[src/rtl/ram_serial_loader.sv]
// Serial byte loader for a 16K x 16 RAM: assembles big-endian byte pairs into
// words, writes them from address 0 upward, and hands the RAM back to the CPU
// port whenever no load is running.
// Optional feature: define RAM_LOADER_CLEAR_EN to zero the whole RAM before
// the bytes are loaded.
module ram_serial_loader #(
  parameter int unsigned DEPTH = 16384
) (
  input  logic        clk,
  input  logic        reset,
  input  logic        start,
  input  logic [14:0] word_count,
  input  logic [7:0]  byte_in,
  input  logic        byte_valid,
  output logic        byte_ready,
  input  logic [15:0] cpu_in,
  input  logic [14:0] cpu_address,
  input  logic        cpu_load,
  output logic [15:0] ram_in,
  output logic [14:0] ram_address,
  output logic        ram_load,
  output logic        busy,
  output logic        done
);

  localparam int unsigned CW = 15;
  localparam int unsigned PW = 14;
  localparam int unsigned DW = 16;

  typedef enum logic [2:0] {
    IDLE  = 3'd0,
    HI    = 3'd1,
    LO    = 3'd2,
    WRITE = 3'd3,
`ifdef RAM_LOADER_CLEAR_EN
    CLEAR = 3'd5,
`endif
    DONE  = 3'd4
  } state_e;

  state_e          state_q, state_d;
  logic [PW-1:0]   ptr_q, ptr_d;
  logic [DW-1:0]   word_q, word_d;
  logic [CW-1:0]   count_q, count_d;
  logic            done_q, done_d;
  logic [CW-1:0]   count_clamp;
  logic            ld_load;
  logic [DW-1:0]   ld_data;
  logic [CW-1:0]   ld_addr;

  // Requested length limited to the RAM depth
  assign count_clamp = (word_count > CW'(DEPTH)) ? CW'(DEPTH) : word_count;

  // State and datapath registers
  always_ff @(posedge clk) begin
    if (reset) begin
      state_q <= IDLE;
      ptr_q   <= '0;
      word_q  <= '0;
      count_q <= '0;
      done_q  <= 1'b0;
    end else begin
      state_q <= state_d;
      ptr_q   <= ptr_d;
      word_q  <= word_d;
      count_q <= count_d;
      done_q  <= done_d;
    end
  end

  // Next-state, byte assembly and loader-side RAM request
  always_comb begin
    state_d    = state_q;
    ptr_d      = ptr_q;
    word_d     = word_q;
    count_d    = count_q;
    done_d     = done_q;
    byte_ready = 1'b0;
    ld_load    = 1'b0;
    ld_data    = word_q;
    ld_addr    = {1'b0, ptr_q};
    case (state_q)
      IDLE: begin
        if (start) begin
          count_d = count_clamp;
          done_d  = 1'b0;
          ptr_d   = '0;
`ifdef RAM_LOADER_CLEAR_EN
          state_d = CLEAR;
`else
          state_d = (count_clamp == '0) ? DONE : HI;
`endif
        end
      end
`ifdef RAM_LOADER_CLEAR_EN
      CLEAR: begin
        ld_load = 1'b1;
        ld_data = '0;
        if (ptr_q == PW'(DEPTH - 1)) begin
          ptr_d   = '0;
          state_d = (count_q == '0) ? DONE : HI;
        end else begin
          ptr_d = ptr_q + PW'(1);
        end
      end
`endif
      HI: begin
        byte_ready = 1'b1;
        if (byte_valid) begin
          word_d[15:8] = byte_in;
          state_d      = LO;
        end
      end
      LO: begin
        byte_ready = 1'b1;
        if (byte_valid) begin
          word_d[7:0] = byte_in;
          state_d     = WRITE;
        end
      end
      WRITE: begin
        ld_load = 1'b1;
        ptr_d   = ptr_q + PW'(1);
        state_d = ({1'b0, ptr_q} == (count_q - CW'(1))) ? DONE : HI;
      end
      DONE: begin
        done_d  = 1'b1;
        state_d = IDLE;
      end
      default: state_d = IDLE;
    endcase
  end

  // RAM port mux: loader owns the RAM while busy, CPU otherwise
  always_comb begin
    busy        = (state_q != IDLE) && (state_q != DONE);
    ram_in      = busy ? ld_data : cpu_in;
    ram_address = busy ? ld_addr : cpu_address;
    ram_load    = busy ? ld_load : cpu_load;
  end

  assign done = done_q;

endmodule

[config.mk]
export PLATFORM = sky130hd
export DESIGN_NAME = ram_serial_loader
export DESIGN_NICKNAME = d
export VERILOG_FILES = /design/src/rtl/ram_serial_loader.sv
export SDC_FILE = /design/constraint.sdc
export NUM_CORES = 1
export LEC_CHECK = 0
export ABC_AREA = 1
export CAP_MARGIN = 30
export CORE_MARGIN = 2
export CORE_UTILIZATION = 38
export DETAILED_ROUTE_END_ITERATION = 10
export GPL_ROUTABILITY_DRIVEN = 0
export GPL_TIMING_DRIVEN = 0
export PLACE_DENSITY = 0.67
export SLEW_MARGIN = 30
export SYNTH_ARGS = -nofsm -noshare
export SYNTH_HDL_FRONTEND = slang
export SYNTH_SLANG_ARGS = --single-unit
[constraint.sdc]
create_clock -name clk -period 3.3 [get_ports clk]
set_input_delay 0.495 -clock clk [delete_from_list [all_inputs] [get_ports clk]]
set_output_delay 0.495 -clock clk [all_outputs]
set_load 0.03 [all_outputs]
### Yosys cells after proc, flatten, opt, wreduce, memory -nomap -nowiden

Index checks and enable logic that the tools add are counted.

| word-level totals | value |
|---|---|
| bits in registers | 49 |
| bits in writable memories | 0 |
| memories | 0 |
| logic and storage cells | 47 |
| input port bits | 59 |
| bits in read-only memories | 0 |
| latch bits | 0 |
| output and inout bits | 35 |

| operators by class | value |
|---|---|
| div/mod/pow operators | 0 |
| $add $sub $neg | 2 |
| eq/ne operators | 9 |
| order comparisons | 1 |
| shift-type cells | 0 |
| reductions and logical operators | 13 |
| bitwise operators | 0 |
| muxes and demuxes | 16 |
| multipliers | 0 |

Operators by type and width:

| operator | count |
|---|---|
| 15-bit two-way mux | 2 |
| 14-bit case mux with 2 select lines | 1 |
| 16-bit two-way mux | 1 |
| 14-bit by 15-bit equality test with 1-bit output | 1 |
| 15-bit > comparator (second input constant) | 1 |
| 15-bit zero test | 1 |
| 3-bit two-way mux | 5 |
| 15-bit by 1-bit subtractor with 15-bit output (second input constant) | 1 |
| 14-bit by 1-bit adder with 14-bit output (second input constant) | 1 |
| 14-bit two-way mux | 1 |
| 3-bit case mux with 4 select lines | 1 |
| 2-bit AND reduction | 5 |
| 3-bit by 2-bit equality test with 1-bit output (second input constant) | 2 |
| 2-bit != test (second input constant) | 3 |
| 1-bit two-way mux | 4 |
| 2-bit nonzero test | 2 |
| 3-bit by 1-bit equality test with 1-bit output (second input constant) | 1 |
| 3-bit equality test (second input constant) | 1 |
| 3-bit zero test | 1 |
| 3-bit != test (second input constant) | 1 |
| 3-bit AND reduction | 1 |
| 3-bit nonzero test | 1 |
| 1-bit case mux with 2 select lines | 1 |
| 2-bit OR reduction | 1 |
| 1-bit logical AND | 1 |

### Depth between registers and ports, before layout

Gate-level depths: netlist of run 1.

| depth | value |
|---|---|
| depth after elaboration | 6 |
| gate-level depth with buffers | 15 |
| depth with buffers taken out | 15 |

### Least setup slack after synthesis of run 1

OpenSTA, ideal clock, no wires.

| timing path | value |
|---|---|
| path type | register to output |
| start point | reg state_q[1] |
| end point | out ram_address[14] |
| buffers on the path | 1 |
| data required time | 2.805 ns |
| cell stages (with the launch flop) | 5 |
| data arrival time | 1.352 ns |
| slack | 1.453 ns |
| cells stage by stage | dfxtp_1 nor2_4 inv_2 clkbuf_1 nor2_1 |

| on the way | value |
|---|---|
| cells in the longest elaborated chain, start to end | 3 |
| elaborated cells on any way between the ends | 4 |
| classes of those cells | eq/ne (1); mux (1); reduce/logical (2) |

RTL lines:

| element | RTL line | source |
|---|---|---|
| start, declared | 41 | `state_e state_q, state_d;` |
| start signal, assigned | 63 | `state_q <= state_d;` |
| 3-bit != test or 3-bit nonzero test (tied branches) | 136 | `busy = (state_q != IDLE) && (state_q != DONE);` |
| 1-bit logical AND (*) | 136 |  |
| named net busy | 22 | `output logic busy,` |
| 15-bit two-way mux (*) | 138 | `ram_address = busy ? ld_addr : cpu_address;` |
| end, declared | 20 | `output logic [14:0] ram_address,` |

The timed path passes the listed nets; every way through them passes the cells marked *.

### Final worst setup path of run 1

| timing path | value |
|---|---|
| start point | reg state_q[1] |
| end point | out ram_address[6] |

| on the way | value |
|---|---|
| cells in the longest elaborated chain, start to end | 3 |
| elaborated cells on any way between the ends | 4 |
| classes of those cells | eq/ne (1); mux (1); reduce/logical (2) |

RTL lines:

| element | RTL line |
|---|---|
| 3-bit != test or 3-bit nonzero test (tied branches) | 136 |
| 1-bit logical AND (*) | 136 |
| 15-bit two-way mux (*) | 138 |

Mark *: on every way between the ends. The rest lies on a longest branch, timed or not.

==> summary.md, run 1 <==
| Metric | Value |
|---|---|
| Vias | 3442 |
| WS Path Type | register to output port |
| Worst VDD drop | a little under 0.5 mV |
| Post-synthesis mux area share | 0% |
| Crit Path Max Fanout | 10 |
| Synth area leader | dfxtp_1 |
| Syn Inst Count | roughly 480 |
| Synth Register Bits | 49 |
| Avg WL per Cell | 13.9 um |
| Buffers added on ports | 93 |
| GR peak layer | met2 |
| Share of the synthesized area in the top cell type | 32.3% |
| # rows | 32 |
| CTS Buffer Depth | 2 |
| Largest cells by area after synthesis | dfxtp_1 (32%), nand2_1 (16%), o21ai_0 (8.7%), nor2_1 (6.4%), a21oi_1 (5.9%) |
| Hold Crit Class | register to register |
| Later-pin clock latency in the skew report | 300 ps |
| Fill count | 778 |
| Startpoint types | register |
| Grt total ovfl | 0 |
| Global-route wire length before repair | 15.2 mm |
| Cell variety after synth | 36 |
| Routed Antenna Nets | 0 |
| DRT iter0 DRCs | 177 |
| Leak Pwr | 1.73 nW |
| Drt pass-1 iters | 5 |
| Met2 GRT Util | 38.3% |
| Fin crit period | approximately 2900 ps |
| Die area | 8740 um^2 |
| Power Density | 800 nW/um^2 |
| P&R area growth vs syn | 38.2% |
| Grt met1 use | 26.7% |
| Die X-Extent | 93.5 um |
| Starting Density | 39.4% |
| Synth Area in Compound Gates | 20.0% |
| Final cell count without fillers | 680 |
| Pin count of the biggest net entering global routing | 15 |
| Vias per inst | around 5.1 |
| Final slew viol count | 0 |
| Setup TNS | 0 ps |
| RSZ-0062 raised after global routing | false |
| Core area | 7730 um^2 |
| Hold-fix buffers, CTS | 0 |
| Die Y | roughly 93 um |
| Crit path arrival time | 2360 ps |
| Vias in the first global route | around 3300 |
| Nets | roughly 640 |
| PostCTS Resize Cnt | 0 |
| Sink Count | 49 |
| Antenna violations before repair | 0 |
| H-tree Lvls | 2 |
| Antenna Cells | 0 |
| Hpwl dp | 7.56 mm |
| Synth Area in Adders | less than 1% |
| Final hold viol count | 0 |
| Met3 usage | between 5 and 6% |
| Fraction of registers with async set/reset | 0% |
| Area of the mapped netlist | roughly 3000 um^2 |
| Largest family of logic cells by synthesized area | simple AND/OR/NAND/NOR gates |
| Dpl cells | 673 |
| Synth Flop Type | dfxtp_1 |
| Syn nets | 539 |
| Worst endpoint required time | 2800 ps |
| Total power | 0.00336 W |
| Post-synth EDFFs | 0 |
| Total CTS buffers | 5 |
| Max Clk Rate | 0.351 GHz |
| YS warnings | 0 |
| DRC viols | 0 |
| Share of cells above drive strength 1 | 9.00% |
| Worst rel slew slack | 54.1% |
| Measured slew at the worst slew-check pin | 688 ps |
| Sequential fraction of the synthesis area | approximately a third |
| Final setup vio count | 0 |
| Final Hold Slack | 464 ps |
| Setup bufs post-CTS | 0 |
| Syn_area_per_cell | 6.36 um^2 |
| Worst Skew | 13.1 ps |
| Part of the cycle the worst path needs | between 80% and 90% |
| Xor/xnor share of the synthesized area | under 10% |
| CTS tree | built |
| Max Cap Viol | 0 |
| Outcome | finished, final reports clean |
| # IOs | 94 |
| Reg clk slew, reported paths | 90 ps |
| Root Driver | clkbuf_8 |
| CP endpoint kind | output port |
| Simple-Gate Fraction of Synth Area | 35.7% |
| Tot GR Track Use | 22.1% |
| DRT Wirelength | around 9.5 mm |
## power breakdown
| part | switching, W | total (W) | internal [W] |
|---|---|---|---|
| logic | 0.00135 | 0.00212 | 0.000769 |
| registers | 0.000105 | 0.000813 | 0.000708 |
| clock network | 0.000206 | 0.000427 | 0.000221 |
| total | 0.00167 | 0.00336 | 0.00170 |
## area by class of cell
type                    instances  area, um^2  area share (%)
flip-flops and latches         49         981            23.3
multi-input cells             361        1800            42.8
plain buffers                  15        63.8            1.52
inverters                      53         199            4.73
clock inverters                 2        35.0           0.833
repair buffers                 93         931            22.1
clock buffers                   5        68.8            1.64
well taps                     102         128            3.04
## layout by cell type, fill, tap and decap left out, types with 2 or more instances in the layout
cell and instances:
nor2_4 2, nand2_1 129, ha_1 2, nand3_2 4, nor4_1 3, nor3_2 2
a21oi_1 36, nor2_2 16, dfxtp_1 49, inv_1 47, nand2_2 7, a221oi_1 2
inv_2 5, a211oi_1 13, clkbuf_8 5, o21ai_0 53, nand3_1 15, nor2_1 52
a21oi_2 2, nand4_1 3, xnor2_1 4, xor2_1 5, clkdlybuf4s50_1 93, clkbuf_1 11
buf_2 3
## Yosys cell counts, types with 2 or more instances
master / instances
dfxtp_1: 49
nand2_2: 7
nor4_1: 3
nand4_1: 3
a21oi_1: 36
nand3_2: 4
nor2_2: 16
a211oi_1: 13
inv_2: 5
ha_1: 2
o21ai_0: 53
nand2_1: 129
nor2_1: 52
nor3_2: 2
xnor2_1: 4
nor2_4: 2
buf_2: 3
inv_1: 47
clkbuf_1: 11
nand3_1: 15
xor2_1: 5
a21oi_2: 2
a221oi_1: 2
## per-stage QoR
stage          utilization (%)  area (um^2)  worst slack, ps
2_1_floorplan                -         3040             1450
3_3_place_gp              53.1         4100              786
3_5_place_dp              53.1         4100              745
4_1_cts                   54.4         4200              396
5_1_grt                   54.4         4200              247
6_report                  54.4         4200              448
## worst paths after layout
path	end	depth (start not counted)	slack (ps)	from
min	ld_data[15]	2	460	ld_data[15]
max reg2reg	state_q[0]	15	1390	count_q[0]
min reg2reg	ld_data[15]	2	460	ld_data[15]
max	ram_address[6]	5	450	state_q[1]
## registers in the layout, summed over array words and instances (netlist names)
register	cells
ld_data	16
done	1
state_q	3
ptr_q	14
count_q	15
## critical path, stage by stage, from the launching register on
cell and delay [ps]:
dfxtp_1 360, nor2_4 220, clkbuf_1 560, nand2_1 90, o21ai_0 110, clkdlybuf4s50_1 710
## logic make-up after synthesis
kind of cell    after synthesis
simple gates                240
compound gates              110
buf+inv                      68
flops                        49
xor+xnor                      9
fa+ha+maj                     2
## layer usage
layer,vias to the layer above,routed length [um]
met5,-,0
met3,21,700
met1,1515,4000
li1,1751,-
met4,0,244
met2,155,4530
(Power assumes the default switching activity.)
==> inputs of run 2 (changes only) <==
==> constraint.sdc (replaced) <==
create_clock -name clk -period 3.3 [get_ports clk]
set_input_delay 0.66 -clock clk [delete_from_list [all_inputs] [get_ports clk]]
set_output_delay 0.66 -clock clk [all_outputs]
set_load 0.03 [all_outputs]
==> results of run 2 <==
The final DEF is identical to that of run 1. Status: finished, final reports clean.
Main changes from that run: setup slack after placement 745 ps -> 580 ps; setup slack after layout 448 ps -> 283 ps
